File: config.mk
export PLATFORM = sky130hd
export DESIGN_NAME = smem_dma_scheduler
export DESIGN_NICKNAME = d
export VERILOG_FILES = /design/src/rtl/smem_dma_scheduler_pkg.sv /design/src/rtl/smem_range_cmp.sv /design/src/rtl/smem_dma_scheduler.sv
export SDC_FILE = /design/constraint.sdc
export NUM_CORES = 1
export LEC_CHECK = 0
export CORE_MARGIN = 5
export CORE_UTILIZATION = 51
export CTS_CLUSTER_DIAMETER = 80
export DETAILED_ROUTE_END_ITERATION = 6
export PLACE_DENSITY = 0.89
export SETUP_SLACK_MARGIN = 0.5
export SKIP_CTS_REPAIR_TIMING = 1
export SYNTH_ARGS = -nofsm -noshare
export SYNTH_HDL_FRONTEND = slang
export SYNTH_HIERARCHICAL = 1
export SYNTH_SLANG_ARGS = --single-unit
File: constraint.sdc
create_clock -name clk -period 2.75 [get_ports clk]
set_clock_uncertainty 0.15 [all_clocks]
set_input_delay 0.825 -clock clk [delete_from_list [all_inputs] [get_ports clk]]
set_output_delay 0.825 -clock clk [all_outputs]
set_load 0.1 [all_outputs]
File: src/rtl/smem_dma_scheduler_pkg.sv
// Shared definitions for the SMEM DMA/IRQ scheduler and the downstream
// violation detector: default SMEM window, FSM state encodings and the
// last-word-address helper, so every consumer computes identical bounds.
package smem_dma_scheduler_pkg;

    // 2'd3 is unused; the FSM treats it as illegal and recovers to OPEN.
    typedef enum logic [1:0] {
        ST_OPEN    = 2'd0,
        ST_SECURE  = 2'd1,
        ST_GUARD   = 2'd2,
        ST_ILLEGAL = 2'd3
    } smem_state_e;

    localparam logic [15:0] SMEM_BASE_DEF  = 16'hA000;
    localparam logic [15:0] SMEM_SIZE_DEF  = 16'h4000;
    localparam logic [3:0]  EXIT_GUARD_DEF = 4'd4;
    localparam logic [15:0] MAX_DEFER_DEF  = 16'd1024;

    // Last word address inside SMEM (size is in bytes, words are 2 bytes).
    function automatic logic [15:0] last_smem_addr(input logic [15:0] base,
                                                   input logic [15:0] size);
        return base + size - 16'd2;
    endfunction

endpackage

File: src/rtl/smem_range_cmp.sv
// smem_range_cmp: combinational "PC is inside SMEM" decode.
// Shared with the violation detector so both blocks use the same bounds.
// Ports:
//   pc      in  16  current core PC
//   in_smem out 1   pc lies in [SMEM_BASE, last SMEM word]
module smem_range_cmp
    import smem_dma_scheduler_pkg::*;
#(
    parameter logic [15:0] SMEM_BASE = SMEM_BASE_DEF,
    parameter logic [15:0] SMEM_SIZE = SMEM_SIZE_DEF
) (
    input  logic [15:0] pc,
    output logic        in_smem
);

    localparam logic [15:0] LAST_SMEM_ADDR = last_smem_addr(SMEM_BASE, SMEM_SIZE);

    assign in_smem = (pc >= SMEM_BASE) && (pc <= LAST_SMEM_ADDR);

endmodule

File: src/rtl/smem_dma_scheduler.sv
// smem_dma_scheduler: holds off DMA grants and masks IRQs while the core
// executes from secure ROM (SMEM) and for a guard window after it leaves,
// so the downstream DMA/IRQ violation detector never fires a kill-reset.
// Optional feature macro: IRQ_DEFER_EN (latch masked IRQs and deliver them
// in the first OPEN cycle). Without it masked IRQs are dropped.
// Ports:
//   clk          in   1   system clock
//   reset_n      in   1   synchronous reset, active-low
//   pc           in   16  current core PC
//   dma_req      in   1   DMA controller requests the bus
//   dma_grant    out  1   bus granted to DMA (combinational, zero latency)
//   irq_in       in   1   raw interrupt request
//   irq_ack      in   1   core acknowledges the serviced IRQ
//   irq_out      out  1   interrupt presented to the core
//   secure_busy  out  1   registered: state != OPEN
//   defer_ovf    out  1   sticky: a DMA request waited MAX_DEFER cycles
module smem_dma_scheduler
    import smem_dma_scheduler_pkg::*;
#(
    parameter logic [15:0] SMEM_BASE  = SMEM_BASE_DEF,
    parameter logic [15:0] SMEM_SIZE  = SMEM_SIZE_DEF,
    parameter logic [3:0]  EXIT_GUARD = EXIT_GUARD_DEF,
    parameter logic [15:0] MAX_DEFER  = MAX_DEFER_DEF
) (
    input  logic        clk,
    input  logic        reset_n,
    input  logic [15:0] pc,
    input  logic        dma_req,
    output logic        dma_grant,
    input  logic        irq_in,
    input  logic        irq_ack,
    output logic        irq_out,
    output logic        secure_busy,
    output logic        defer_ovf
);

    smem_state_e state_r, state_next_s;
    logic [3:0]  guard_cnt_r, guard_next_s;
    logic [15:0] wait_cnt_r, wait_next_s;
    logic        secure_busy_r;
    logic        defer_ovf_r;
    logic        in_smem_s;
    logic        open_s;

    smem_range_cmp #(
        .SMEM_BASE (SMEM_BASE),
        .SMEM_SIZE (SMEM_SIZE)
    ) u_range (
        .pc      (pc),
        .in_smem (in_smem_s)
    );

    // Access is allowed only in OPEN and not on the cycle the PC enters SMEM.
    assign open_s    = (state_r == ST_OPEN) && !in_smem_s;
    assign dma_grant = dma_req && open_s;

    // Next-state and guard counter; re-entry takes priority over guard expiry.
    always_comb begin
        state_next_s = state_r;
        guard_next_s = guard_cnt_r;
        case (state_r)
            ST_OPEN: begin
                if (in_smem_s) begin
                    state_next_s = ST_SECURE;
                end else begin
                    state_next_s = ST_OPEN;
                end
            end
            ST_SECURE: begin
                if (!in_smem_s) begin
                    state_next_s = ST_GUARD;
                    guard_next_s = EXIT_GUARD - 4'd1;
                end else begin
                    state_next_s = ST_SECURE;
                end
            end
            ST_GUARD: begin
                if (in_smem_s) begin
                    state_next_s = ST_SECURE;
                end else if (guard_cnt_r == 4'd0) begin
                    state_next_s = ST_OPEN;
                end else begin
                    guard_next_s = guard_cnt_r - 4'd1;
                end
            end
            default: begin
                state_next_s = ST_OPEN;
                guard_next_s = 4'd0;
            end
        endcase
    end

    // DMA wait counter: counts denied request cycles, saturating.
    always_comb begin
        if (!dma_req || dma_grant) begin
            wait_next_s = 16'd0;
        end else if (wait_cnt_r == 16'hFFFF) begin
            wait_next_s = 16'hFFFF;
        end else begin
            wait_next_s = wait_cnt_r + 16'd1;
        end
    end

    // FSM, counters, busy flag and sticky overflow registers.
    always_ff @(posedge clk) begin
        if (!reset_n) begin
            state_r       <= ST_OPEN;
            guard_cnt_r   <= 4'd0;
            wait_cnt_r    <= 16'd0;
            secure_busy_r <= 1'b0;
            defer_ovf_r   <= 1'b0;
        end else begin
            state_r       <= state_next_s;
            guard_cnt_r   <= guard_next_s;
            wait_cnt_r    <= wait_next_s;
            // Registered from the next state so it tracks state_r exactly.
            secure_busy_r <= (state_next_s != ST_OPEN);
            defer_ovf_r   <= defer_ovf_r || (wait_cnt_r == MAX_DEFER);
        end
    end

    assign secure_busy = secure_busy_r;
    assign defer_ovf   = defer_ovf_r;

`ifdef IRQ_DEFER_EN
    logic irq_pend_r;

    // Pending latch for IRQs arriving while masked; a new masked IRQ wins over ack.
    always_ff @(posedge clk) begin
        if (!reset_n) begin
            irq_pend_r <= 1'b0;
        end else if (irq_in && !open_s) begin
            irq_pend_r <= 1'b1;
        end else if (irq_ack) begin
            irq_pend_r <= 1'b0;
        end else begin
            irq_pend_r <= irq_pend_r;
        end
    end

    assign irq_out = open_s && (irq_in || irq_pend_r);
`else
    logic unused_irq_ack_s;
    assign unused_irq_ack_s = irq_ack;
    assign irq_out = irq_in && open_s;
`endif

endmodule

# After elaboration in Yosys (flattened, before gate mapping)
# Index checks and enable logic that the tools add are counted.
# classes
add_sub_neg	2
magnitude_cmp	2
n_eq_ne	7
muxes	10
n_bitwise	2
reduce_logical	13
# ops
op	count
adder 16 x 1 -> 16 bit, second input constant	1
equality test 16 x 11 -> 1 bit, second input constant	1
equality test 16 bit, second input constant	1
>= comparator 16 bit, second input constant	1
less-or-equal comparator 16 bit, second input constant	1
two-way mux 16 bit	1
two-way mux 4 bit	3
one-hot mux 4 bit (3 select lines)	1
two-way mux 2 bit	3
!= test 2 bit, second input constant	3
one-hot mux 2 bit (3 select lines)	1
logical AND 1 bit	4
logical NOT 4 bit	1
AND reduction 4 bit	1
subtractor 4 x 1 -> 4 bit, second input constant	1
equality test 2 x 1 -> 1 bit, second input constant	1
equality test 2 bit, second input constant	1
logical NOT 1 bit	2
logical NOT 2 bit	1
logical OR 1 bit	2
NOT 1 bit	2
nonzero test 2 bit	1
OR reduction 2 bit	1
two-way mux 1 bit	1
# totals
ff_bits	24
input_bits	21
out_inout_bits	4
wordCells	41

# Longest topological paths before layout
# Gate-level depths: netlist of the first run.
# logic_depth
word_depth	7
mapped_depth	8
mapped_depth_nobuf	7

# Modules after synthesis
# The synthesis of the first run kept the hierarchy.
# by_module_without_submodules
mod	instances	cells_each	area_each_um2	seq_area_each_um2
smem_dma_scheduler	1	144	1317.5	480.5
smem_range_cmp	1	8	51.3	0.0

# Worst setup path after synthesis of the first run
# No wires, ideal clock.
# synth_path
kind	input port to output port
start	in pc[5]
end	out dma_grant
arrival_time_ns	2.204
required_ns	1.775
slack_ns	-0.429
stages	5
path_buffers	0
path_cell_list	nand4_1 nor4_2 nor2_1 inv_1 and3_1
# synth_between
elab_chain_cells	5
elab_cells_between_ends	6
cone_classes	order compare: 2; reduce/logical: 4
# synth_lines
element	line	rtl
start, declared	smem_dma_scheduler.sv:27	input logic [15:0] pc,
>= comparator 16 bit or less-or-equal comparator 16 bit (tied branches)	smem_range_cmp.sv:18	assign in_smem = (pc >= SMEM_BASE) && (pc <= LAST_SMEM_ADDR);
logical AND 1 bit (*)	smem_range_cmp.sv:18	
via in_smem_s	smem_dma_scheduler.sv:42	logic in_smem_s;
logical NOT 1 bit (*)	-	
logical AND 1 bit (*)	smem_dma_scheduler.sv:54	assign open_s = (state_r == ST_OPEN) && !in_smem_s;
logical AND 1 bit (*)	smem_dma_scheduler.sv:55	assign dma_grant = dma_req && open_s;
end, declared	smem_dma_scheduler.sv:29	output logic dma_grant,
# Mark *: on every way through the listed nets, which the timed path passes. The rest lies on a longest branch.

# Final worst setup path of the first run
# layout_path
start	in pc[9]
end	out dma_grant
# Same word-level chain as after synthesis.

==> impl_summary.log, run 1 <==
INFO  metric status = finished with violations
INFO  metric violated_checks = setup timing
INFO  metric fillCellCount = 200
INFO  metric fp.dieW = between 60 and 70 microns
INFO  metric area_growth = 27.8%
INFO  metric yosys.area.top_type = sky130_fd_sc_hd__dfxtp_1
INFO  metric power_density = ~420 nW/um^2
INFO  metric cts_inserted_buffers = 3
INFO  metric antenna_found_initial = 0
INFO  metric row_count = 18
INFO  metric groute.usage.overall = 17.5%
INFO  metric power.static_leakage = ~0.70 nW
INFO  metric gr-total-overflow = 0
INFO  metric routedWlPerCell = between 10 and 15 microns
INFO  metric floorplan.core_area = approximately 2500 sq um
INFO  metric post_dp_cell_area = between 1500 and 2000 sq um
INFO  metric synth_area_leaders = sky130_fd_sc_hd__dfxtp_1 35%, sky130_fd_sc_hd__ha_1 7.3%, sky130_fd_sc_hd__a21oi_2 7.0%
INFO  metric net-switching-power = 0.181 mW
INFO  metric syn-instance-count = ~150
INFO  metric initial_core_utilization = approximately 54%
INFO  metric drc = 0
INFO  metric dr.first_iter.drc_count = 51
INFO  metric cts-root-buf = sky130_fd_sc_hd__clkbuf_4
INFO  metric final_area = ~1700 sq um
INFO  metric via_count = approximately 1200
INFO  metric report.final.hold_viol_count = 0
INFO  metric grt_first_pass_wirelength = approximately 5000 microns
INFO  metric synthMostInstantiatedCell = sky130_fd_sc_hd__dfxtp_1
INFO  metric met3_wirelength = roughly 83 microns
INFO  metric dp_hpwl = between 2000 and 2500 microns
INFO  metric timing_max_transition_violations_final = 0
INFO  metric grt_start_max_net_pins = 15
INFO  metric minimum_clock_period_after_layout = 2800 ps
INFO  metric max-cap-violations = 0
INFO  metric ys_async_sr_fraction = 0%
INFO  metric synth_commonest_cells = 24 x sky130_fd_sc_hd__dfxtp_1, 12 x sky130_fd_sc_hd__nand2_1, 11 x sky130_fd_sc_hd__a21oi_2, 11 x sky130_fd_sc_hd__inv_1
INFO  metric cts_max_path_buffers = 2
INFO  metric seq_total_area_yosys = 35.1%
INFO  metric vias_per_cell = slightly below 6
INFO  metric crit_path_start_kind = input pin
INFO  metric clock_latency = around 320 ps
INFO  metric post-place-cells = between 200 and 250
INFO  metric power_frac_seq = between 40% and 50%
INFO  metric antenna_diode_count = 0
INFO  metric final-setup-viol-count = 2
INFO  metric drtPass1Iterations = 4
INFO  metric worstHoldPathType = reg -> reg
INFO  metric setup-tns-final = -80.8 ps
INFO  metric ys.flop_type = sky130_fd_sc_hd__dfxtp_1
INFO  metric multi_input_comb_area = ~830 sq um
INFO  metric ys_ff_latch = 24
INFO  metric synthesis.area_per_instance = 9.01 sq um
INFO  metric die-height = 61.8 microns
INFO  metric cp-end-kind = output port
INFO  metric die_outline_area = around 3800 sq um
INFO  metric postRouteWirelength = around 3100 microns
INFO  metric crit_arrival = ~1800 ps
INFO  metric syn_std_cell_area = approximately 1400 sq um
INFO  metric critical_path_required = approximately 1800 ps
INFO  metric cts_num_sinks = 24
INFO  metric gp_routability_congestion = approximately 0.86
INFO  metric crit_fanout = 3
INFO  metric htreeDepth = 1
INFO  metric unrepaired_setup_endpoints_after_global_routing = yes
INFO  metric power.share.switching = 24.7%
INFO  metric timing.final.crit_share = 102%
INFO  metric seqCellArea = ~480 sq um
INFO  metric detail_route.wirelength.met1 = 1340 microns
INFO  metric fmax = 0.357 GHz
INFO  metric first_global_vias = 1167
INFO  metric vdd_ir_drop_max = 0.000380 V
INFO  metric synth_cell_types = 39
INFO  metric clock_tree_from_tritoncts = built
INFO  metric worst_slew_margin_rel = about three quarters
INFO  metric boundaryPins = 25
INFO  metric hold_ws = about 330 ps
INFO  metric cellInternalPower = around 0.55 mW
INFO  metric top_signal_layer_used = met4
INFO  metric edff_count_synth = 0
INFO  metric io_buffers = 23
INFO  metric final_layout_size_suffix_gt1_share = a little under a quarter
INFO  metric tightestPinTransition = 398 ps
INFO  metric cts.clk_slew.worst_paths = between 100 and 150 ps
INFO  metric route.antenna.remaining_nets = 0
INFO  metric netlist.area_leader.share = a little over a third
INFO  metric post_layout_nonfiller_instances = 210
INFO  metric mappedNetlistNets = 181
INFO  metric crit_type = in -> out
INFO  metric clkPwrFrac = between 30% and 40%
INFO  metric comb_power_share = ~17%
INFO  metric pre_cts_ws = -434 ps
INFO  metric setup.reg_to_reg.worst_slack = slightly above 700 ps
INFO  metric fin_nets = 210
INFO  metric min_setup_slack_post_route = -49.7 ps
INFO  metric wl_met2 = ~1600 microns
INFO  metric synth_warnings = 6
-- layout by cell type, fill, tap and decap left out, types with 4 or more instances in the layout --
cell                              n
sky130_fd_sc_hd__xor2_1           4
sky130_fd_sc_hd__inv_1           10
sky130_fd_sc_hd__nor3_1           8
sky130_fd_sc_hd__nor4_1           4
sky130_fd_sc_hd__ha_1             8
sky130_fd_sc_hd__a21oi_2         11
sky130_fd_sc_hd__dfxtp_1         24
sky130_fd_sc_hd__nand2_1         12
sky130_fd_sc_hd__nand3_1          7
sky130_fd_sc_hd__nor2_1           4
sky130_fd_sc_hd__nand4_1          4
sky130_fd_sc_hd__dlymetal6s2s_1  10
sky130_fd_sc_hd__a21oi_1          7
sky130_fd_sc_hd__xnor2_1          8
sky130_fd_sc_hd__buf_4            8
-- metrics by stage --
| step | utilization, % | total power, mW |
|---|---|---|
| floorplan | - | 0.429 |
| global placement | 66.6 | 0.483 |
| detailed placement | 66.6 | 0.487 |
| CTS | 68.7 | 0.743 |
| global route | 69.3 | 0.762 |
| finish | 69.3 | 0.734 |
-- cell families after synthesis --
family,count (synthesis),synth area share (%)
buffers and inverters,16,4.94
XOR/XNOR,12,7.68
adder cells (fa/ha/maj),8,7.31
flip-flops,24,35.1
AO/OA/AOI/OAI,31,17.0
AND/OR/NAND/NOR,61,28.0
-- critical path, cell delays in order --
cell and delay, ps:
sky130_fd_sc_hd__dlymetal6s2s_1 80, sky130_fd_sc_hd__nand4_1 120, sky130_fd_sc_hd__nor4_2 260, sky130_fd_sc_hd__nor2_2 90, sky130_fd_sc_hd__inv_2 80, sky130_fd_sc_hd__and3_4 200, sky130_fd_sc_hd__buf_12 170
-- power by group through the flow --
stage / combinational, mW / sequential, mW / clock, mW
2_1_floorplan: 0.0587 / 0.370 / 0
3_5_place_dp: 0.124 / 0.362 / 0
3_3_place_gp: 0.121 / 0.362 / 0
5_1_grt: 0.130 / 0.355 / 0.277
6_report: 0.122 / 0.355 / 0.257
4_1_cts: 0.125 / 0.355 / 0.263
-- registers in the layout, summed over array words and instances, names as in the netlist --
name and cells:
defer_ovf 1, wait_cnt_r 16, guard_cnt_r 4, secure_busy 1
state_r 2
-- per-layer routing --
metal	vias to the layer above	global-route usage, %
met2	24	30.9
met1	590	20.9
met5	-	0
met4	0	7.58
li1	607	-
met3	4	2.48
-- final cells by class --
type	count	area share, %
Clock buffer	3	1.29
Tap cell	30	2.15
Multi-Input combinational cell	112	47.6
Timing Repair Buffer	29	17.4
Inverter	11	2.36
Sequential cell	24	27.5
Clock inverter	1	1.72
-- worst paths after layout --
path	endpoint	cells past startpoint	start
worst max-delay path	dma_grant	7	pc[9]
worst min-delay path	guard_cnt_r[3]	1	guard_cnt_r[3]
worst max register to register	wait_cnt_r[0]	5	wait_cnt_r[0]
worst min register to register	guard_cnt_r[3]	1	guard_cnt_r[3]
(Power assumes the default switching activity.)
==> inputs of run 2 (changes only) <==
--- a/config.mk
+++ b/config.mk
@@ -5,6 +5,7 @@
 export SDC_FILE = /design/constraint.sdc
 export NUM_CORES = 1
 export LEC_CHECK = 0
+export CAP_MARGIN = 20
 export CORE_MARGIN = 5
 export CORE_UTILIZATION = 51
 export CTS_CLUSTER_DIAMETER = 80
==> results of run 2 <==
Final layout, timing and power as in run 1 (identical DEF).
